[src/rtl/abs_cmd_exec_pkg.sv]
// Shared constants for the abstract register-access responder.
// Holds the cmderr codes, the supported regno window and the FSM encodings.
package abs_cmd_exec_pkg;

   localparam int ABS_DATA_WIDTH = 32;
   localparam int CMD_REGNO_SIZE = 16;
   localparam int ABS_TMO_CYC    = 255;

   localparam logic [2:0] CMDERR_NONE       = 3'd0;
   localparam logic [2:0] CMDERR_BUSY       = 3'd1;
   localparam logic [2:0] CMDERR_NOTSUP     = 3'd2;
   localparam logic [2:0] CMDERR_EXCEPTION  = 3'd3;
   localparam logic [2:0] CMDERR_HALTRESUME = 3'd4;
   localparam logic [2:0] CMDERR_OTHER      = 3'd7;

   localparam logic [CMD_REGNO_SIZE-1:0] CSR_REGNO_HI = 16'h0FFF;
   localparam logic [CMD_REGNO_SIZE-1:0] GPR_REGNO_LO = 16'h1000;
   localparam logic [CMD_REGNO_SIZE-1:0] GPR_REGNO_HI = 16'h101F;

   localparam logic [1:0] ABS_IDLE = 2'd0;
   localparam logic [1:0] ABS_REQ  = 2'd1;
   localparam logic [1:0] ABS_DONE = 2'd2;

   // CSRs start at regno 0, so only the upper CSR bound needs checking.
   function automatic logic regno_supported(input logic [CMD_REGNO_SIZE-1:0] r);
      return (r <= CSR_REGNO_HI) || ((r >= GPR_REGNO_LO) && (r <= GPR_REGNO_HI));
   endfunction

endpackage

[src/rtl/abs_cmd_exec.sv]
// Hart-side executor for debug abstract register-access commands: drives the
// core's debug register port, returns read data to data0 and tracks busy/cmderr.
module abs_cmd_exec
   import abs_cmd_exec_pkg::*;
#(
   parameter int DATA_WIDTH = ABS_DATA_WIDTH,
   parameter int REGNO_W    = CMD_REGNO_SIZE,
   parameter int TMO_CYC    = ABS_TMO_CYC
) (
   input  logic                  sys_clk,
   input  logic                  sys_rstn,
   input  logic                  cmd_update,
   input  logic                  cmd_type_ok,
   input  logic                  valid_reg_access,
   input  logic                  wr1_rd0,
   input  logic [REGNO_W-1:0]    regno,
   input  logic [DATA_WIDTH-1:0] write_data,
   input  logic                  hart_halted,
   input  logic [2:0]            cmderr_w1c,
   output logic                  dbg_reg_req,
   output logic                  dbg_reg_we,
   output logic [REGNO_W-1:0]    dbg_reg_addr,
   output logic [DATA_WIDTH-1:0] dbg_reg_wdata,
   input  logic                  dbg_reg_ack,
   input  logic                  dbg_reg_err,
   input  logic [DATA_WIDTH-1:0] dbg_reg_rdata,
   output logic                  data0_wr_en,
   output logic [DATA_WIDTH-1:0] data0_wr_data,
   output logic                  abs_busy,
   output logic [2:0]            abs_cmderr
);

   localparam logic [7:0] TMO_LAST = 8'(TMO_CYC - 1);

   logic [1:0]            state_r, state_s;
   logic [2:0]            cmderr_r, cmderr_s;
   logic [7:0]            tmo_cnt_r;
   logic                  req_r, we_r, busy_r, d0_en_r;
   logic [REGNO_W-1:0]    addr_r;
   logic [DATA_WIDTH-1:0] wdata_r, d0_data_r;
   logic                  accept_s, ack_hit_s, tmo_hit_s;

   // Next state and cmderr; any error set in this cycle overrides a same-cycle clear.
   always_comb begin
      state_s   = state_r;
      cmderr_s  = cmderr_r & ~cmderr_w1c;
      accept_s  = 1'b0;
      ack_hit_s = 1'b0;
      tmo_hit_s = 1'b0;
      case (state_r)
         ABS_IDLE: begin
            if (cmd_update && (cmderr_r == CMDERR_NONE)) begin
               if (!cmd_type_ok) begin
                  cmderr_s = CMDERR_NOTSUP;
               end else if (!valid_reg_access) begin
                  state_s = ABS_IDLE;
               end else if (!hart_halted) begin
                  cmderr_s = CMDERR_HALTRESUME;
               end else if (!regno_supported(regno)) begin
                  cmderr_s = CMDERR_NOTSUP;
               end else begin
                  accept_s = 1'b1;
                  state_s  = ABS_REQ;
               end
            end else begin
               state_s = ABS_IDLE;
            end
         end
         ABS_REQ: begin
            if (cmd_update && (cmderr_r == CMDERR_NONE)) begin
               cmderr_s = CMDERR_BUSY;
            end else begin
               state_s = ABS_REQ;
            end
            // An ack arriving on the timeout cycle still completes the access.
            if (dbg_reg_ack) begin
               ack_hit_s = 1'b1;
               state_s   = ABS_DONE;
               if (dbg_reg_err) begin
                  cmderr_s = CMDERR_EXCEPTION;
               end else begin
                  state_s = ABS_DONE;
               end
            end else if (tmo_cnt_r == TMO_LAST) begin
               tmo_hit_s = 1'b1;
               state_s   = ABS_DONE;
               cmderr_s  = CMDERR_OTHER;
            end else begin
               state_s = ABS_REQ;
            end
         end
         ABS_DONE: begin
            if (cmd_update && (cmderr_r == CMDERR_NONE)) begin
               cmderr_s = CMDERR_BUSY;
            end else begin
               state_s = ABS_IDLE;
            end
            state_s = ABS_IDLE;
         end
         default: begin
            state_s = ABS_IDLE;
         end
      endcase
   end

   // Registered state, port latches, timeout counter and data0 load pulse.
   always_ff @(posedge sys_clk or negedge sys_rstn) begin
      if (!sys_rstn) begin
         state_r   <= ABS_IDLE;
         cmderr_r  <= CMDERR_NONE;
         tmo_cnt_r <= 8'd0;
         req_r     <= 1'b0;
         we_r      <= 1'b0;
         busy_r    <= 1'b0;
         d0_en_r   <= 1'b0;
         addr_r    <= '0;
         wdata_r   <= '0;
         d0_data_r <= '0;
      end else begin
         state_r  <= state_s;
         cmderr_r <= cmderr_s;
         d0_en_r  <= 1'b0;
         if (accept_s) begin
            addr_r    <= regno;
            we_r      <= wr1_rd0;
            wdata_r   <= write_data;
            req_r     <= 1'b1;
            busy_r    <= 1'b1;
            tmo_cnt_r <= 8'd0;
         end
         if (state_r == ABS_REQ) begin
            if (ack_hit_s || tmo_hit_s) begin
               req_r <= 1'b0;
            end else begin
               tmo_cnt_r <= tmo_cnt_r + 8'd1;
            end
            if (ack_hit_s && !dbg_reg_err && !we_r) begin
               d0_en_r   <= 1'b1;
               d0_data_r <= dbg_reg_rdata;
            end
         end
         if (state_r == ABS_DONE) begin
            busy_r <= 1'b0;
         end
      end
   end

   assign dbg_reg_req   = req_r;
   assign dbg_reg_we    = we_r;
   assign dbg_reg_addr  = addr_r;
   assign dbg_reg_wdata = wdata_r;
   assign data0_wr_en   = d0_en_r;
   assign data0_wr_data = d0_data_r;
   assign abs_busy      = busy_r;
   assign abs_cmderr    = cmderr_r;

endmodule

[config.mk]
export PLATFORM = sky130hd
export DESIGN_NAME = abs_cmd_exec
export DESIGN_NICKNAME = d
export VERILOG_FILES = /design/src/rtl/abs_cmd_exec_pkg.sv /design/src/rtl/abs_cmd_exec.sv
export SDC_FILE = /design/constraint.sdc
export NUM_CORES = 1
export LEC_CHECK = 0
export ABC_AREA = 1
export CAP_MARGIN = 20
export CORE_ASPECT_RATIO = 2
export CORE_MARGIN = 2
export CORE_UTILIZATION = 45
export DETAILED_ROUTE_END_ITERATION = 12
export GPL_TIMING_DRIVEN = 0
export HOLD_SLACK_MARGIN = 0.12
export PLACE_DENSITY_LB_ADDON = 0.2
export SYNTH_ARGS = -nofsm -noshare
export SYNTH_HDL_FRONTEND = slang
export SYNTH_SLANG_ARGS = --single-unit
[constraint.sdc]
create_clock -name sys_clk -period 3.9 [get_ports sys_clk]
set_input_delay 0.78 -clock sys_clk [delete_from_list [all_inputs] [get_ports sys_clk]]
set_output_delay 0.78 -clock sys_clk [all_outputs]
set_load 0.02 [all_outputs]
==> metrics.txt, run 1 <==
category of the critical setup timing path reg2out; transition time at the pin with the least slew margin about 460 ps; number of slew-limit violations in the final report 0; pin count of the biggest net entering global routing 66; drc violations 0; worst clock skew roughly 5.9 ps; remaining number of nets flagged by the antenna check after routing 0; cell accounting for the most synthesized area sky130_fd_sc_hd__dfrtp_1; placed instance area 5936 sq um; Max transition margin 0.6946; Final setup viols 0; syn_area_per_cell 8.324 sq um; remaining global-route overflow 0; # H-tree levels 3; Critical Path Start Type flip-flop; initial antenna violation count 0; Total Wirelength 11280 microns; maximum capacitance violations 0; CP delay by family, top buffers and inverters; number of I/O pins around 180; clock latency of the later-clocked register in the worst-skew pair approximately 340 ps; Final nets 765; number of buffer and inverter instances along the worst setup path 1; die outline area approximately 9700 sq um; post_cts resized 0; final non-filler cell area 6265 sq um; commonest non-fill, non-tap cells in the layout 268 x sky130_fd_sc_hd__nand2_1, 177 x sky130_fd_sc_hd__clkdlybuf4s50_1, 97 x sky130_fd_sc_hd__dfrtp_1; starting density of the core 0.4630; number of vias per cell 4.778; total power density per cell area between 300 and 400 nW/um^2; FF-to-FF Start abs_cmderr[1]; final hold viol count 0; Overall Global Routing Usage 0.2389; Vias between 3000 and 4000; number of global-route vias before repair a little under 4000; DRT iter0 DRCs between 100 and 150; outcome complete, no violations; Final Critical Period 2223 ps; Data required, critical path approximately 3100 ps; TritonCTS sink count 97; ant diodes 0; Area Overhead vs Synth 56.47%; cell types with the largest area share after synthesis sky130_fd_sc_hd__dfrtp_1 61%, sky130_fd_sc_hd__nand2_1 25%, sky130_fd_sc_hd__nor2_1 2.4%; most common cell after layout, fill and taps aside sky130_fd_sc_hd__nand2_1; number of storage elements in the synthesis netlist 97; number of port buffers between 150 and 200; TritonCTS clock tree done; area fraction of the dominant cell type after synthesis 0.6063; Yosys warnings 0; combined area of all synthesized cells approximately 4000 sq um; Clock Root Buffer sky130_fd_sc_hd__clkbuf_16; master of the slowest instance on the critical path sky130_fd_sc_hd__clkdlybuf4s50_1; maximum root-to-sink buffer count 2; share of layout cells above drive strength 1 0.06657; number of buffers inserted to repair setup after CTS 0; Worst-path clk slew 70 ps; crit path cell chain clkdlybuf4s50_1; post-synthesis sequential area ratio 0.6063; Final Total Pwr between 2 and 2.5 mW; Max VDD drop 0.2765 mV; hold buffers post-CTS 0; DP Wirelength 8538 microns; peak clock frequency supported by timing roughly 0.45 GHz; core occupancy in the finished layout 0.7244; cts bufs inserted 9; Fill cells 694; vertical die dimension roughly 140 microns; stage delay of the slowest cell on the critical path 640 ps; number of nets produced by synthesis between 500 and 600; CP Data Arrival Time 1440 ps; GPL Wtd Cong a little under 0.9; horizontal extent of the die 70.70 microns; routed wirelength normalized by instance count 14.54 microns; worst setup path start dbg_reg_we; ratio of final minimum period to clock period 0.5700; global-route wire length before repair approximately 18000 microns; kind of capture point of the worst setup path output pin; number of placement rows 48; Worst Hold Class in2async; count of different cell masters after synthesis 25; Static Leak 3.151 nW; maximum fanout along the worst path 3; gate count after technology mapping between 400 and 500; total iterations of the first detailed-routing run 4; setup repair after global routing missed its margin no; floorplan core area slightly below 9000 sq um
## routing by layer
layer	vias to the layer above	wire (microns)	track usage
met4	0	359	0.1069
li1	1843	-	-
met5	-	0	0
met1	1709	4048	0.2536
met2	131	6250	0.4372
met3	25	626	0.06072
## metrics by stage
stage / hold slack [ps] / TNS (ps) / worst slack, ps / std cells
floorplan: 471.1 / 0 / 2196 / 481
global placement: 453.1 / -147500 / -1530 / 759
detailed placement: 457.7 / 0 / 1363 / 760
CTS: 388.7 / 0 / 1656 / 776
global route: 412.1 / 0 / 1549 / 776
finish: 385.1 / 0 / 1677 / 776
## registers in the layout, indices dropped and copies added (netlist names)
signal,flops
abs_busy,1
abs_cmderr,3
data0_wr_data,32
data0_wr_en,1
dbg_reg_addr,16
dbg_reg_req,1
dbg_reg_wdata,32
dbg_reg_we,1
state_r,2
tmo_cnt_r,8
## synthesized netlist by cell type (all sizes together)
| library cell | n |
|---|---|
| nand2 | 269 |
| dfrtp | 97 |
| inv | 30 |
| nor2 | 27 |
| nand3 | 14 |
| buf | 12 |
| o21ai | 9 |
| a21oi | 7 |
| clkbuf | 4 |
| nor3 | 3 |
| ha | 2 |
| a21boi | 1 |
| clkinv | 1 |
| nand4 | 1 |
| nor3b | 1 |
| o2111ai | 1 |
| o211ai | 1 |
| or2 | 1 |
## kinds of logic after synthesis
| group | after synthesis | share of synthesized area |
|---|---|---|
| AOI/OAI and AO/OA | 19 | 0.02594 |
| adders and majority gates | 2 | 0.006249 |
| buffers and inverters | 47 | 0.05125 |
| DFF | 97 | 0.6063 |
| and+or+nand+nor | 316 | 0.3103 |
## worst paths after layout
| kind | to | cells after the start | slack [ps] |
|---|---|---|---|
| worst max-delay path | dbg_reg_we | 1 | 1680 |
| worst min-delay path | dbg_reg_addr[14] | 1 | 390 |
| worst max register to register | dbg_reg_wdata[21] | 9 | 2240 |
| worst min register to register | data0_wr_data[1] | 2 | 470 |
| max in group asynchronous | dbg_reg_wdata[5] | 2 | 2850 |
| min in group sys_clk | data0_wr_data[1] | 2 | 470 |
## power breakdown
group          switching (mW)  internal, mW
logic                   0.187         0.212
registers              0.0383          1.07
clock network           0.382         0.582
total                   0.607          1.86
## cell type report
type | count | area [sq um] | area share
inverters | 31 | 117.6 | 0.01877
clock inverters | 6 | 90.09 | 0.01438
flip-flops and latches | 97 | 2427 | 0.3875
repair buffers | 179 | 1807 | 0.2884
plain buffers | 16 | 87.58 | 0.01398
multi-input cells | 337 | 1371 | 0.2189
clock buffers | 10 | 239.0 | 0.03815
well taps | 100 | 125.1 | 0.01997
No activity file was read; power rests on OpenSTA's default activity.
==> run 2: changes to the inputs <==
--- a/config.mk
+++ b/config.mk
@@ -9,7 +9,7 @@
 export CAP_MARGIN = 20
 export CORE_ASPECT_RATIO = 2
 export CORE_MARGIN = 2
-export CORE_UTILIZATION = 45
+export CORE_UTILIZATION = 42
 export DETAILED_ROUTE_END_ITERATION = 12
 export GPL_TIMING_DRIVEN = 0
 export HOLD_SLACK_MARGIN = 0.12
==> constraint.sdc (replaced) <==
create_clock -name sys_clk -period 2.1 [get_ports sys_clk]
set_input_delay 0.42 -clock sys_clk [delete_from_list [all_inputs] [get_ports sys_clk]]
set_output_delay 0.42 -clock sys_clk [all_outputs]
set_load 0.02 [all_outputs]
==> metrics.txt, run 2 (synthesis gave the netlist of run 1 again) <==
outcome complete, no violations; final non-filler cell area just over 6000 sq um; vertical die dimension about 140 microns; Worst Hold Class reg2reg; core occupancy in the finished layout 0.6677; number of buffers inserted to repair setup after CTS 0; share of power burned in combinational logic 0.172; Final Total Pwr 4.311 mW; routed wirelength normalized by instance count roughly 14 microns; DP Wirelength around 8600 microns; switching part of the total power 0.2611; number of I/O pins about 180; power share of the clock group 0.353; Fill cells 768; total iterations of the first detailed-routing run 4; number of placement rows 50; GPL Wtd Cong approximately 0.94; worst clock skew around 7.6 ps; setup repair after global routing missed its margin no; ratio of final minimum period to clock period 0.9157; Final setup viols 0; Worst-path clk slew about 70 ps; number of global-route vias before repair about 3700; hold buffers post-CTS 1; sequential share of power 0.475; cts bufs inserted 9; ant diodes 0; number of port buffers roughly 180; pre-CTS setup slack -182.1 ps; floorplan core area ~9300 sq um; most common cell after layout, fill and taps aside sky130_fd_sc_hd__nand2_1; Max VDD drop approximately 0.62 mV; Total Wirelength 11230 microns; TritonCTS sink count between 90 and 100; kind of capture point of the worst setup path flip-flop; Final Instance Count excl. Fillers 781; TritonCTS clock tree done; Overall Global Routing Usage 0.2239; Data required, critical path 2330 ps; Internal 3.186 mW; commonest non-fill, non-tap cells in the layout 268 x sky130_fd_sc_hd__nand2_1, 177 x sky130_fd_sc_hd__clkdlybuf4s50_1, 97 x sky130_fd_sc_hd__dfrtp_1; placed instance area a little under 6000 sq um; switching component of the power ~1.1 mW; Vias between 3000 and 4000; maximum root-to-sink buffer count 2; die outline area 10380 sq um; total power density per cell area between 600 and 700 nW/um^2; clock latency of the later-clocked register in the worst-skew pair between 300 and 400 ps; category of the critical setup timing path in2reg; # H-tree levels 3; DRT iter0 DRCs approximately 190; Max transition margin 0.6180; maximum fanout along the worst path 10; Storage cell area between 2000 and 2500 sq um; share of layout cells above drive strength 1 0.06352; remaining number of nets flagged by the antenna check after routing 0; drc violations 0; Hold Slack around 470 ps; horizontal extent of the die 73.04 microns; Final nets 766; Clock Root Buffer sky130_fd_sc_hd__clkbuf_16; transition time at the pin with the least slew margin approximately 570 ps; post-layout worst setup margin between 150 and 200 ps; global-route wire length before repair approximately 18000 microns; final hold viol count 0; CP Data Arrival Time roughly 2200 ps; number of slew-limit violations in the final report 0; Placed Cells incl. Taps 764; Static Leak roughly 3.1 nW; peak clock frequency supported by timing between 0.5 and 0.6 GHz; initial antenna violation count 0; number of vias per cell approximately 4.8; Fin Setup TNS 0 ps; Area Overhead vs Synth 55.44%; post_cts resized 0; starting density of the core 0.4295; pin count of the biggest net entering global routing 56; Critical Path Start Type input port; maximum capacitance violations 0; Final Critical Period a little under 2000 ps; area of the multi-input gates around 1400 sq um; remaining global-route overflow 0
run 2: metal layers:
layer / vias to the layer above / GRT usage / part of all wire
li1: 1837 / - / -
met1: 1752 / 0.2423 / 0.36
met2: 126 / 0.3869 / 0.54
met3: 27 / 0.06374 / 0.066
met4: 0 / 0.1121 / 0.034
met5: - / 0 / 0
run 2: final timing paths:
path,depth (start not counted),end,startpoint,slack [ps]
worst max register to register,9,dbg_reg_addr[7],abs_cmderr[1],340
min in group asynchronous,2,dbg_reg_addr[1],sys_rstn,620
worst min-delay path,2,data0_wr_data[12],data0_wr_data[12],470
max in group asynchronous,3,dbg_reg_wdata[9],sys_rstn,820
worst min register to register,2,data0_wr_data[12],data0_wr_data[12],470
worst max-delay path,10,dbg_reg_addr[7],regno[10],180
run 2: final cells by class:
cell class | instances | area share
sequential | 97 | 0.3900
timing repair buffer | 180 | 0.2919
multi-input combinational | 337 | 0.2203
clock buffer | 11 | 0.03739
tap | 104 | 0.02091
inverter | 31 | 0.01890
buffer | 16 | 0.01407
clock inverter | 5 | 0.006433
run 2: worst max-delay path, cell delays in order:
cell and delay, ps:
sky130_fd_sc_hd__clkdlybuf4s50_1 440, sky130_fd_sc_hd__nor2_1 160, sky130_fd_sc_hd__nand2_1 70, sky130_fd_sc_hd__o21ai_1 230, sky130_fd_sc_hd__nand2_1 120, sky130_fd_sc_hd__inv_2 70, sky130_fd_sc_hd__nand2_2 150, sky130_fd_sc_hd__clkbuf_1 300
sky130_fd_sc_hd__nand2_1 130, sky130_fd_sc_hd__nand2_1 70
run 2: power groups by stage:
stage / clock network [mW] / registers, mW / logic (mW)
2_1_floorplan: 0 / 2.21 / 0.139
3_3_place_gp: 0 / 2.08 / 0.729
3_5_place_dp: 0 / 2.08 / 0.747
4_1_cts: 1.56 / 2.05 / 0.753
5_1_grt: 1.64 / 2.06 / 0.804
6_report: 1.52 / 2.05 / 0.742
==> run 3: changes to the inputs <==
--- a/config.mk
+++ b/config.mk
@@ -9,11 +9,12 @@
 export CAP_MARGIN = 20
 export CORE_ASPECT_RATIO = 2
 export CORE_MARGIN = 2
-export CORE_UTILIZATION = 42
+export CORE_UTILIZATION = 41
 export DETAILED_ROUTE_END_ITERATION = 12
 export GPL_TIMING_DRIVEN = 0
 export HOLD_SLACK_MARGIN = 0.12
 export PLACE_DENSITY_LB_ADDON = 0.2
+export SLEW_MARGIN = 10
 export SYNTH_ARGS = -nofsm -noshare
 export SYNTH_HDL_FRONTEND = slang
 export SYNTH_SLANG_ARGS = --single-unit
==> metrics.txt, run 3 (synthesis gave the netlist of run 1 again) <==
transition time at the pin with the least slew margin around 520 ps; R2R Setup Slk 340 ps; Vias approximately 3700; global routing met2 resource utilization 0.3891; number of buffers inserted to repair setup after CTS 0; number of placement rows 51; Worst Hold Class reg2reg; CP delay by family, top buffers and inverters; Overall Global Routing Usage 0.2125; remaining number of nets flagged by the antenna check after routing 0; R2R Path End dbg_reg_wdata[22]; Hold Slack around 470 ps; worst setup path start dbg_reg_we; outcome complete, no violations; kind of capture point of the worst setup path output pin; number of global-route vias before repair 3641; final hold viol count 0; Max VDD drop approximately 0.48 mV; Final setup viols 0; Final Total Pwr about 4.5 mW; maximum fanout along the worst path 3; Clock Root Buffer sky130_fd_sc_hd__clkbuf_16; floorplan core area about 9600 sq um; total power density per cell area 711.7 nW/um^2; die outline area between 10000 and 15000 sq um; Final nets approximately 770; total iterations of the first detailed-routing run 4; TritonCTS sink count 97; commonest non-fill, non-tap cells in the layout 268 x sky130_fd_sc_hd__nand2_1, 177 x sky130_fd_sc_hd__clkdlybuf4s50_1, 97 x sky130_fd_sc_hd__dfrtp_1; worst r2r path cells 9; Total Wirelength 10970 microns; remaining global-route overflow 0; stage delay of the slowest cell on the critical path between 600 and 700 ps; number of port buffers approximately 180; vertical die dimension ~140 microns; DP Wirelength roughly 8400 microns; Max transition margin 0.6525; GPL Wtd Cong 0.8712; worst clock skew between 8 and 9 ps; number of buffer and inverter instances along the worst setup path 1; Static Leak about 3.2 nW; busiest metal layer after global routing met2; peak clock frequency supported by timing between 0.5 and 0.6 GHz; setup repair after global routing missed its margin no; ant diodes 0; crit path cell chain clkdlybuf4s50_1; Hold Path Stages 2; clock latency of the later-clocked register in the worst-skew pair 340 ps; most common cell after layout, fill and taps aside sky130_fd_sc_hd__nand2_1; Area Overhead vs Synth 57.34%; master of the slowest instance on the critical path sky130_fd_sc_hd__clkdlybuf4s50_1; CP Data Arrival Time around 1400 ps; grt met1 use 0.2197; FF-to-FF Start abs_cmderr[1]; global-route wire length before repair around 17000 microns; pin count of the biggest net entering global routing 60; initial antenna violation count 0; Data required, critical path between 1500 and 2000 ps; Fin Setup TNS 0 ps; Final Critical Period 1855 ps; pre-CTS setup slack -31.06 ps; cts bufs inserted 9; number of slew-limit violations in the final report 0; number of I/O pins about 180; DRT iter0 DRCs 138; category of the critical setup timing path reg2out; post-layout worst setup margin 245.2 ps; Worst-path clk slew roughly 60 ps; M3 GR Usage 0.04558; share of layout cells above drive strength 1 0.06647; TritonCTS clock tree done; Hold Path Origin data0_wr_data[30]; starting density of the core 0.4155; ratio of final minimum period to clock period 0.8832; number of vias per cell 4.545; maximum capacitance violations 0; core occupancy in the finished layout 0.6538; capture endpoint of the worst hold path data0_wr_data[30]; # H-tree levels 3; horizontal extent of the die 73.88 microns; Critical Path Start Type flip-flop; drc violations 0; routed wirelength normalized by instance count 13.55 microns; maximum root-to-sink buffer count 2
## run 3: how the worst max path moves through the flow
| stage | end | slack, ps | cells after the start |
|---|---|---|---|
| floorplan | tmo_cnt_r[7] | 610 | 9 |
| global placement | data0_wr_data[28] | -2970 | 1 |
| detailed placement | dbg_reg_wdata[21] | -30 | 9 |
| CTS | dbg_reg_we | 230 | 1 |
| global route | dbg_reg_wdata[18] | 100 | 9 |
| finish | dbg_reg_we | 250 | 1 |
## run 3: cell type report
cell class / count / area [sq um]
fillers: 832 / 3336
flip-flops and latches: 97 / 2427
repair buffers: 180 / 1817
multi-input cells: 337 / 1371
clock buffers: 11 / 252.7
well taps: 132 / 165.2
inverters: 31 / 117.6
plain buffers: 16 / 87.58
clock inverters: 5 / 61.31
## run 3: stage by stage
stage	area (sq um)	std cells
5_1_grt	6300	809
4_1_cts	6300	809
2_1_floorplan	4004	481
6_report	6300	809
3_5_place_dp	5976	792
3_3_place_gp	5951	791
## run 3: timing repair
action / CTS / global route
gates resized for setup: 0 / 0
hold buffers: 1 / 0
hold endpoints to repair: 38 / 0
## run 3: metal layers
layer | share of wire | vias up
met3 | 0.055 | 20
met1 | 0.35 | 1696
met2 | 0.57 | 123
met5 | 0 | -
met4 | 0.024 | 0
li1 | - | 1838
## run 3: power by group
part	internal, mW	switching, mW
clock network	0.995	0.699
registers	1.98	0.0713
logic	0.395	0.343
